## src/rtl/uart_pkg.sv

```systemverilog
// Shared types and defaults for the UART block.
package uart_pkg;

  localparam int unsigned TxWidth = 8;
  localparam int unsigned TxDepth = 16;

  // TX scheduler states.
  typedef enum logic [2:0] {
    StIdle,
    StRead,
    StWait,
    StPresent,
    StFlush
  } tx_sched_state_t;

endpackage

```

## src/rtl/uart_tx_sched.sv

```systemverilog
// TX scheduler: drains the TX FIFO one word at a time and hands each word to
// the serialiser over a valid/ready handshake, with CTS gating, flush and
// threshold/done interrupts.
module uart_tx_sched
  import uart_pkg::*;
#(
  parameter int unsigned WIDTH = TxWidth,
  parameter int unsigned DEPTH = TxDepth,
  localparam int unsigned ADDR_W = $clog2(DEPTH)
) (
  input  logic              clk_i,
  input  logic              reset_i,
  input  logic              en_i,
  input  logic              cts_en_i,
  input  logic              cts_n_i,
  input  logic              flush_i,
  input  logic [ADDR_W:0]   thresh_i,
  output logic              fifo_ren_o,
  input  logic [WIDTH-1:0]  fifo_rdata_i,
  input  logic              fifo_valid_i,
  input  logic              fifo_empty_i,
  input  logic [ADDR_W:0]   fifo_lvl_i,
  output logic [WIDTH-1:0]  tx_data_o,
  output logic              tx_valid_o,
  input  logic              tx_ready_i,
  input  logic              tx_busy_i,
  output logic              irq_thresh_o,
  output logic              irq_done_o,
  output logic              busy_o
);

  tx_sched_state_t state_q, state_d;
  logic [WIDTH-1:0] hold_q;
  logic             sent_pend_q, sent_pend_d;
  logic             ren_q;
  logic             irq_thresh_q;
  logic             irq_done_q;

  logic cts_ok;
  logic go;
  logic hold_load;
  logic handshake;
  logic done_cond;

  assign cts_ok    = !cts_en_i || !cts_n_i;
  assign go        = en_i && !fifo_empty_i && cts_ok && !flush_i;
  assign handshake = (state_q == StPresent) && tx_ready_i;
  assign hold_load = (state_q == StWait) && fifo_valid_i && !flush_i;
  assign done_cond = sent_pend_q && (state_q == StIdle) && fifo_empty_i && !tx_busy_i;

  // Next-state logic; flush preempts every state that holds or fetches a word.
  always_comb begin
    state_d = state_q;
    unique case (state_q)
      StIdle: begin
        if (flush_i) begin
          state_d = StFlush;
        end else if (go) begin
          state_d = StRead;
        end
      end
      StRead: begin
        state_d = flush_i ? StFlush : StWait;
      end
      StWait: begin
        if (flush_i) begin
          state_d = StFlush;
        end else if (fifo_valid_i) begin
          state_d = StPresent;
        end
      end
      StPresent: begin
        if (flush_i) begin
          state_d = StFlush;
        end else if (tx_ready_i) begin
          state_d = go ? StRead : StIdle;
        end
      end
      StFlush: begin
        // ren_q low means no read response can still be in flight.
        if (!flush_i && fifo_empty_i && !ren_q) begin
          state_d = StIdle;
        end
      end
      default: state_d = StIdle;
    endcase
  end

  // Outputs decoded from the current state.
  always_comb begin
    fifo_ren_o = (state_q == StRead) || ((state_q == StFlush) && !fifo_empty_i);
    tx_valid_o = (state_q == StPresent);
    busy_o     = (state_q != StIdle);
  end

  // Pending-done tracking: set by an accepted word, cleared by flush or by the done pulse.
  always_comb begin
    sent_pend_d = sent_pend_q;
    if (state_q == StFlush) begin
      sent_pend_d = 1'b0;
    end else if (handshake) begin
      sent_pend_d = 1'b1;
    end else if (done_cond) begin
      sent_pend_d = 1'b0;
    end
  end

  // State, hold register and interrupt registers.
  always_ff @(posedge clk_i) begin
    if (!reset_i) begin
      state_q      <= StIdle;
      hold_q       <= '0;
      sent_pend_q  <= 1'b0;
      ren_q        <= 1'b0;
      irq_thresh_q <= 1'b0;
      irq_done_q   <= 1'b0;
    end else begin
      state_q      <= state_d;
      sent_pend_q  <= sent_pend_d;
      ren_q        <= fifo_ren_o;
      irq_thresh_q <= en_i && (fifo_lvl_i <= thresh_i);
      irq_done_q   <= done_cond;
      if (hold_load) begin
        hold_q <= fifo_rdata_i;
      end
    end
  end

  assign tx_data_o    = hold_q;
  assign irq_thresh_o = irq_thresh_q;
  assign irq_done_o   = irq_done_q;

endmodule

```

## config.mk

```make
export PLATFORM = sky130hd
export DESIGN_NAME = uart_tx_sched
export DESIGN_NICKNAME = d
export VERILOG_FILES = /design/src/rtl/uart_pkg.sv /design/src/rtl/uart_tx_sched.sv
export SDC_FILE = /design/constraint.sdc
export NUM_CORES = 1
export LEC_CHECK = 0
export BUFFER_PORTS_ARGS = -buffer_cell sky130_fd_sc_hd__clkbuf_2
export CORE_MARGIN = 1.5
export CORE_UTILIZATION = 39
export DETAILED_ROUTE_END_ITERATION = 12
export PLACE_DENSITY = 0.73
export REMOVE_ABC_BUFFERS = 1
export SLEW_MARGIN = 10
export SYNTH_ARGS = -nofsm -noshare
export SYNTH_HDL_FRONTEND = slang
export SYNTH_SLANG_ARGS = --single-unit
```

## constraint.sdc

```tcl
create_clock -name clk_i -period 1.2 [get_ports clk_i]
set_clock_uncertainty 0.1 [all_clocks]
set_input_delay 0.18 -clock clk_i [delete_from_list [all_inputs] [get_ports clk_i]]
set_output_delay 0.18 -clock clk_i [all_outputs]
set_load 0.005 [all_outputs]
```

# Word-level counts from Yosys, hierarchy flattened
# Index checks and enable logic that the tools add are counted.
word_totals:
  reg_bits: 15
  output_inout_bits: 13
classes:
  magnitude_cmp: 1
  bitwise_logic: 1
  n_eq_ne: 8
  reduce_logical: 26
  mux: 12
op_table:
  columns: ["operator", "count"]
  rows:
  - ["2-to-1 mux 3 bit", 8]
  - ["one-hot mux 3 bit (5 select lines)", 1]
  - ["logical AND 1 bit", 13]
  - ["== test 3 x 2 -> 1 bit (second input constant)", 2]
  - ["zero test 1 bit", 6]
  - ["!= test 3 bit (second input constant)", 2]
  - ["<= comparator 5 bit", 1]
  - ["AND reduction 4 bit", 1]
  - ["== test 3 x 1 -> 1 bit (second input constant)", 1]
  - ["== test 3 bit (second input constant)", 1]
  - ["zero test 3 bit", 1]
  - ["2-to-1 mux 1 bit", 3]
  - ["!= test 3 x 2 -> 1 bit (second input constant)", 1]
  - ["nonzero test 3 bit", 1]
  - ["logical OR 1 bit", 2]
  - ["!= test 2 bit (second input constant)", 1]
  - ["nonzero test 2 bit", 1]
  - ["OR reduction 2 bit", 1]
  - ["NOT 1 bit", 1]

# Logic depth before layout (Yosys ltp)
depth:
  ltp_word: 8
  mapped_depth: 6
  ltp_nobuf: 6

# Worst setup path after synthesis
# OpenSTA, ideal clock, no wires.
synth_path:
  path_kind: "register -> register"
  startpoint: "register state_q[2]"
  endpoint: "register hold_q[0] (netlist: tx_data_o[0])"
  arrival_ns: 1.041
  stages_incl_launch_ff: 5
  path_buffers: 0
  required_ns: 0.983
  path_slack_ns: -0.057
  cell_sequence: "dfxtp_1 > nor2_1 > nand4_2 > mux2i_1 > nor2b_1"
synth_between:
  elab_chain_len: 3
synth_rtl:
  columns: ["item", "line", "text"]
  rows:
  - ["start, declared", "uart_tx_sched.sv:32", "tx_sched_state_t state_q, state_d;"]
  - ["start signal, assigned", "uart_tx_sched.sv:111", "state_q <= StIdle;"]
  - ["start signal, assigned", "uart_tx_sched.sv:118", "state_q <= state_d;"]
  - ["== test 3 x 2 -> 1 bit", "uart_tx_sched.sv:48", "assign hold_load = (state_q == StWait) && fifo_valid_i && !flush_i;"]
  - ["logical AND 1 bit (2 in a row)", "uart_tx_sched.sv:48", null]
  - ["end signal, assigned", "uart_tx_sched.sv:124", "hold_q <= fifo_rdata_i;"]
  - ["end, declared", "uart_tx_sched.sv:33", "logic [WIDTH-1:0] hold_q;"]
# No other way between the ends.
# A chain may end at the register's enable or synchronous reset.

# Final worst setup path
layout_path:
  startpoint: "register state_q[2]"
  endpoint: "output port busy_o"
layout_between:
  elab_chain_len: 1
layout_rtl:
  columns: ["item", "line", "text"]
  rows:
  - ["nonzero test 3 bit", "uart_tx_sched.sv:93", "busy_o = (state_q != StIdle);"]
  - ["end, declared", "uart_tx_sched.sv:29", "output logic busy_o"]
# No other way between the ends.

==> flow_metrics.tcl <==
set metrics [dict create \
    regArea_um2 312 \
    grt_usage_pct 18.4 \
    ant_nets 0 \
    syn_to_final_growth_pct 50.5 \
    clk_latency_ns 0.28 \
    tns_ns -1.52 \
    core_area_um2 1940 \
    dr.first_iter.drc_count 4 \
    required_ns 0.92 \
    die_area_um2 2320 \
    rsz0062_at_grt "yes" \
    h-tree-depth 1 \
    ys_ff_latch 15 \
    fillers 193 \
    finalWorstSetupSlack_ns -0.272 \
    drtPass1Iterations 4 \
    hpwl_mm 1.43 \
    startpoint_type "register" \
    first_global_vias 716 \
    ff2ff_path_depth 5 \
    p_per_area_nw_per_um2 853 \
    synthAdderAreaFrac_pct 7.86 \
    drt_wl_total_mm 1.83 \
    initial_utilization_pct 41.0 \
    cp_slowest_stage_delay_ns 0.36 \
    yosys.area_share.xor_xnor_pct 0 \
    reg2reg_to "state_q[0]" \
    root_buffer "clkbuf_4" \
    synth_cells 87 \
    cts_tree "done" \
    cts_buffers 3 \
    finalHoldViolations 0 \
    ios 41 \
    worstSetupPathType "register to output port" \
    grt_max_degree 14 \
    multi_input_area_um2 494 \
    finalCritPeriodShare_pct 123 \
    dp.cells 159 \
    cp-end-kind "output port" \
    clk_pin_slew_worst_paths_ns 0.09 \
    synth-compound-area-share_pct 11.9 \
    endpoint "busy_o" \
    drive_gt1_share_pct 48.6 \
    fp-row-count 16 \
    synth_cell_types 28 \
    synth_top_family_by_area "simple AND/OR/NAND/NOR gates" \
    antenna_found_initial 0 \
    max_freq_mhz 680 \
    cts_sinks 15 \
    dpl_cell_area_um2 1070 \
    synth_area_per_cell_um2 9.15 \
    reg2reg_from "state_q[2]" \
    die_x_um 48.2 \
    arrival_ns 1.19 \
    gr-total-overflow 0 \
    clk_path_buf_depth 2 \
    finalNetCount 174 \
    routed_via_density 4.72 \
    grt_pass1_wl_mm 2.99 \
    r2r_setup_slack_ns -0.17 \
    crit_path_max_fanout 4 \
    finalWeightedCongestion 0.866 \
    critPathLaunch "state_q[2]" \
    violations "negative setup slack" \
    ir_drop_uv 432 \
    status "finished, violations left" \
    crit_chain "buf_6 > or3_4 > clkbuf_2" \
    slew_viol_final 0 \
    period_needed_ns 1.47 \
    cellLeakagePower_nw 0.627 \
    vias 788 \
    wl_per_cell_um 10.9 \
    setup_viol 12 \
    synth.mux.area_fraction_pct 12.6 \
    die_h_um 48.2 \
    cpMaxStageDelayCell "dfxtp_4" \
    maxSlewHeadroom_pct 85.5 \
    pre_cts_slack_ns -0.205 \
    maxCapViolations 0 \
    num_antenna_cells 0 \
    synth_area_um2 796 \
    tightestPinTransition_ns 0.218 \
    fin_cells 167 \
    synth_seq_area_share_pct 37.7 \
    final_area_um2 1200 \
    hold_ws_ns 0.0469 \
    yosys.area_share.simple_pct 24.2 \
    port_buffers 40 \
    hold_path_class "input port to register" \
    synth_warnings 0 \
    drc 0 \
    postCtsHoldBufs 0 \
]
[placed cells by master (no fill, tap or decap), types with 2 or more instances in the layout]
cell,Yosys,layout
a211oi_1,2,2
and2_1,3,2
buf_4,2,10
buf_6,0,3
clkbuf_2,0,38
clkbuf_4,0,3
dfxtp_1,15,12
dfxtp_4,0,3
ha_1,5,5
inv_1,7,6
mux2i_1,10,10
nand2_1,3,2
nand3_1,3,3
nor2_1,5,4
nor2b_1,12,11
o21ai_0,3,3
[flip-flops by register name, indices dropped and copies added (netlist names)]
name / count
tx_data_o: 8
irq_done_o: 1
ren_q: 1
sent_pend_q: 1
state_q: 3
irq_thresh_o: 1
[report_power, final]
group | switching (W) | internal [W] | total, W
sequential | 0.0000112 | 0.000505 | 0.000517
clock | 0.000163 | 0.000124 | 0.000287
combinational | 0.0000904 | 0.000128 | 0.000218
total | 0.000265 | 0.000757 | 0.00102
[metal layers]
layer  vias up  part of all wire [%]  global-route usage [%]
li1        406                     -                       -
met1       354                    40                    22.2
met2        28                    55                    32.4
met3         0                   5.0                    3.33
met4         0                     0                    6.49
met5         -                     0                       0
[per-stage QoR]
step / utilization (%) / total power [W]
2_1_floorplan: - / 0.000612
3_3_place_gp: 55.2 / 0.000707
3_5_place_dp: 55.2 / 0.000711
4_1_cts: 59.9 / 0.00102
5_1_grt: 61.7 / 0.00109
6_report: 61.7 / 0.00102
[cell usage after synthesis]
| library cell | number | area, µm² |
|---|---|---|
| or3_1 | 1 | 6.26 |
| nor2b_1 | 12 | 75.1 |
| nor3b_1 | 1 | 7.51 |
| dfxtp_1 | 15 | 300 |
| nand3_1 | 3 | 15.0 |
| buf_4 | 2 | 15.0 |
| nand4_1 | 1 | 6.26 |
| a2111o_1 | 1 | 11.3 |
| a21boi_0 | 1 | 7.51 |
| nand3b_1 | 1 | 7.51 |
| o21a_1 | 1 | 7.51 |
| o21ai_0 | 3 | 15.0 |
| and2b_1 | 1 | 7.51 |
| inv_1 | 7 | 26.3 |
| o22ai_1 | 1 | 6.26 |
| o31a_1 | 1 | 8.76 |
| nand4_2 | 1 | 12.5 |
| a211oi_1 | 2 | 15.0 |
| o211ai_1 | 1 | 7.51 |
| clkbuf_1 | 1 | 3.75 |
| nor2_1 | 5 | 18.8 |
| a21oi_1 | 2 | 10.0 |
| nand2_1 | 3 | 11.3 |
| nand2b_1 | 1 | 6.26 |
| mux2i_1 | 10 | 100 |
| ha_1 | 5 | 62.6 |
| a31oi_1 | 1 | 6.26 |
| and2_1 | 3 | 18.8 |
[area by class of cell]
| class | instances | share of cell area, % |
|---|---|---|
| inverters | 7 | 2.19 |
| clock inverters | 1 | 0.418 |
| flip-flops and latches | 15 | 26.0 |
| repair buffers | 52 | 25.4 |
| clock buffers | 3 | 1.88 |
| well taps | 27 | 2.82 |
| multi-input cells | 62 | 41.3 |
[worst max-delay path: cells and delay by family (launching register included)]
family                 cells  cell delay (ns)
AND/OR/NAND/NOR            1             0.32
flip-flops                 1             0.36
buffers and inverters      2             0.23
[cell families after synthesis]
family	count (synthesis)
AO/OA/AOI/OAI	14
adder cells (fa/ha/maj)	5
buffers and inverters	10
flip-flops	15
multiplexers	10
AND/OR/NAND/NOR	33
[timing repair]
item,CTS,global route
hold endpoints to repair,0,0
buffers inserted,2,2
setup endpoints to repair,13,14
pin swaps,4,1
gates resized for setup,16,7
[worst min-delay path by stage]
stage               startpoint      endpoint  slack (ns)  cells after the start
3_3_place_gp   fifo_rdata_i[4]  tx_data_o[4]        0.33                      3
3_5_place_dp   fifo_rdata_i[2]  tx_data_o[2]        0.35                      3
6_report       fifo_rdata_i[2]  tx_data_o[2]        0.05                      3
2_1_floorplan             en_i  irq_thresh_o        0.19                      2
5_1_grt        fifo_rdata_i[2]  tx_data_o[2]        0.04                      3
4_1_cts        fifo_rdata_i[2]  tx_data_o[2]        0.04                      3
No activity file was read; power rests on OpenSTA's default activity.
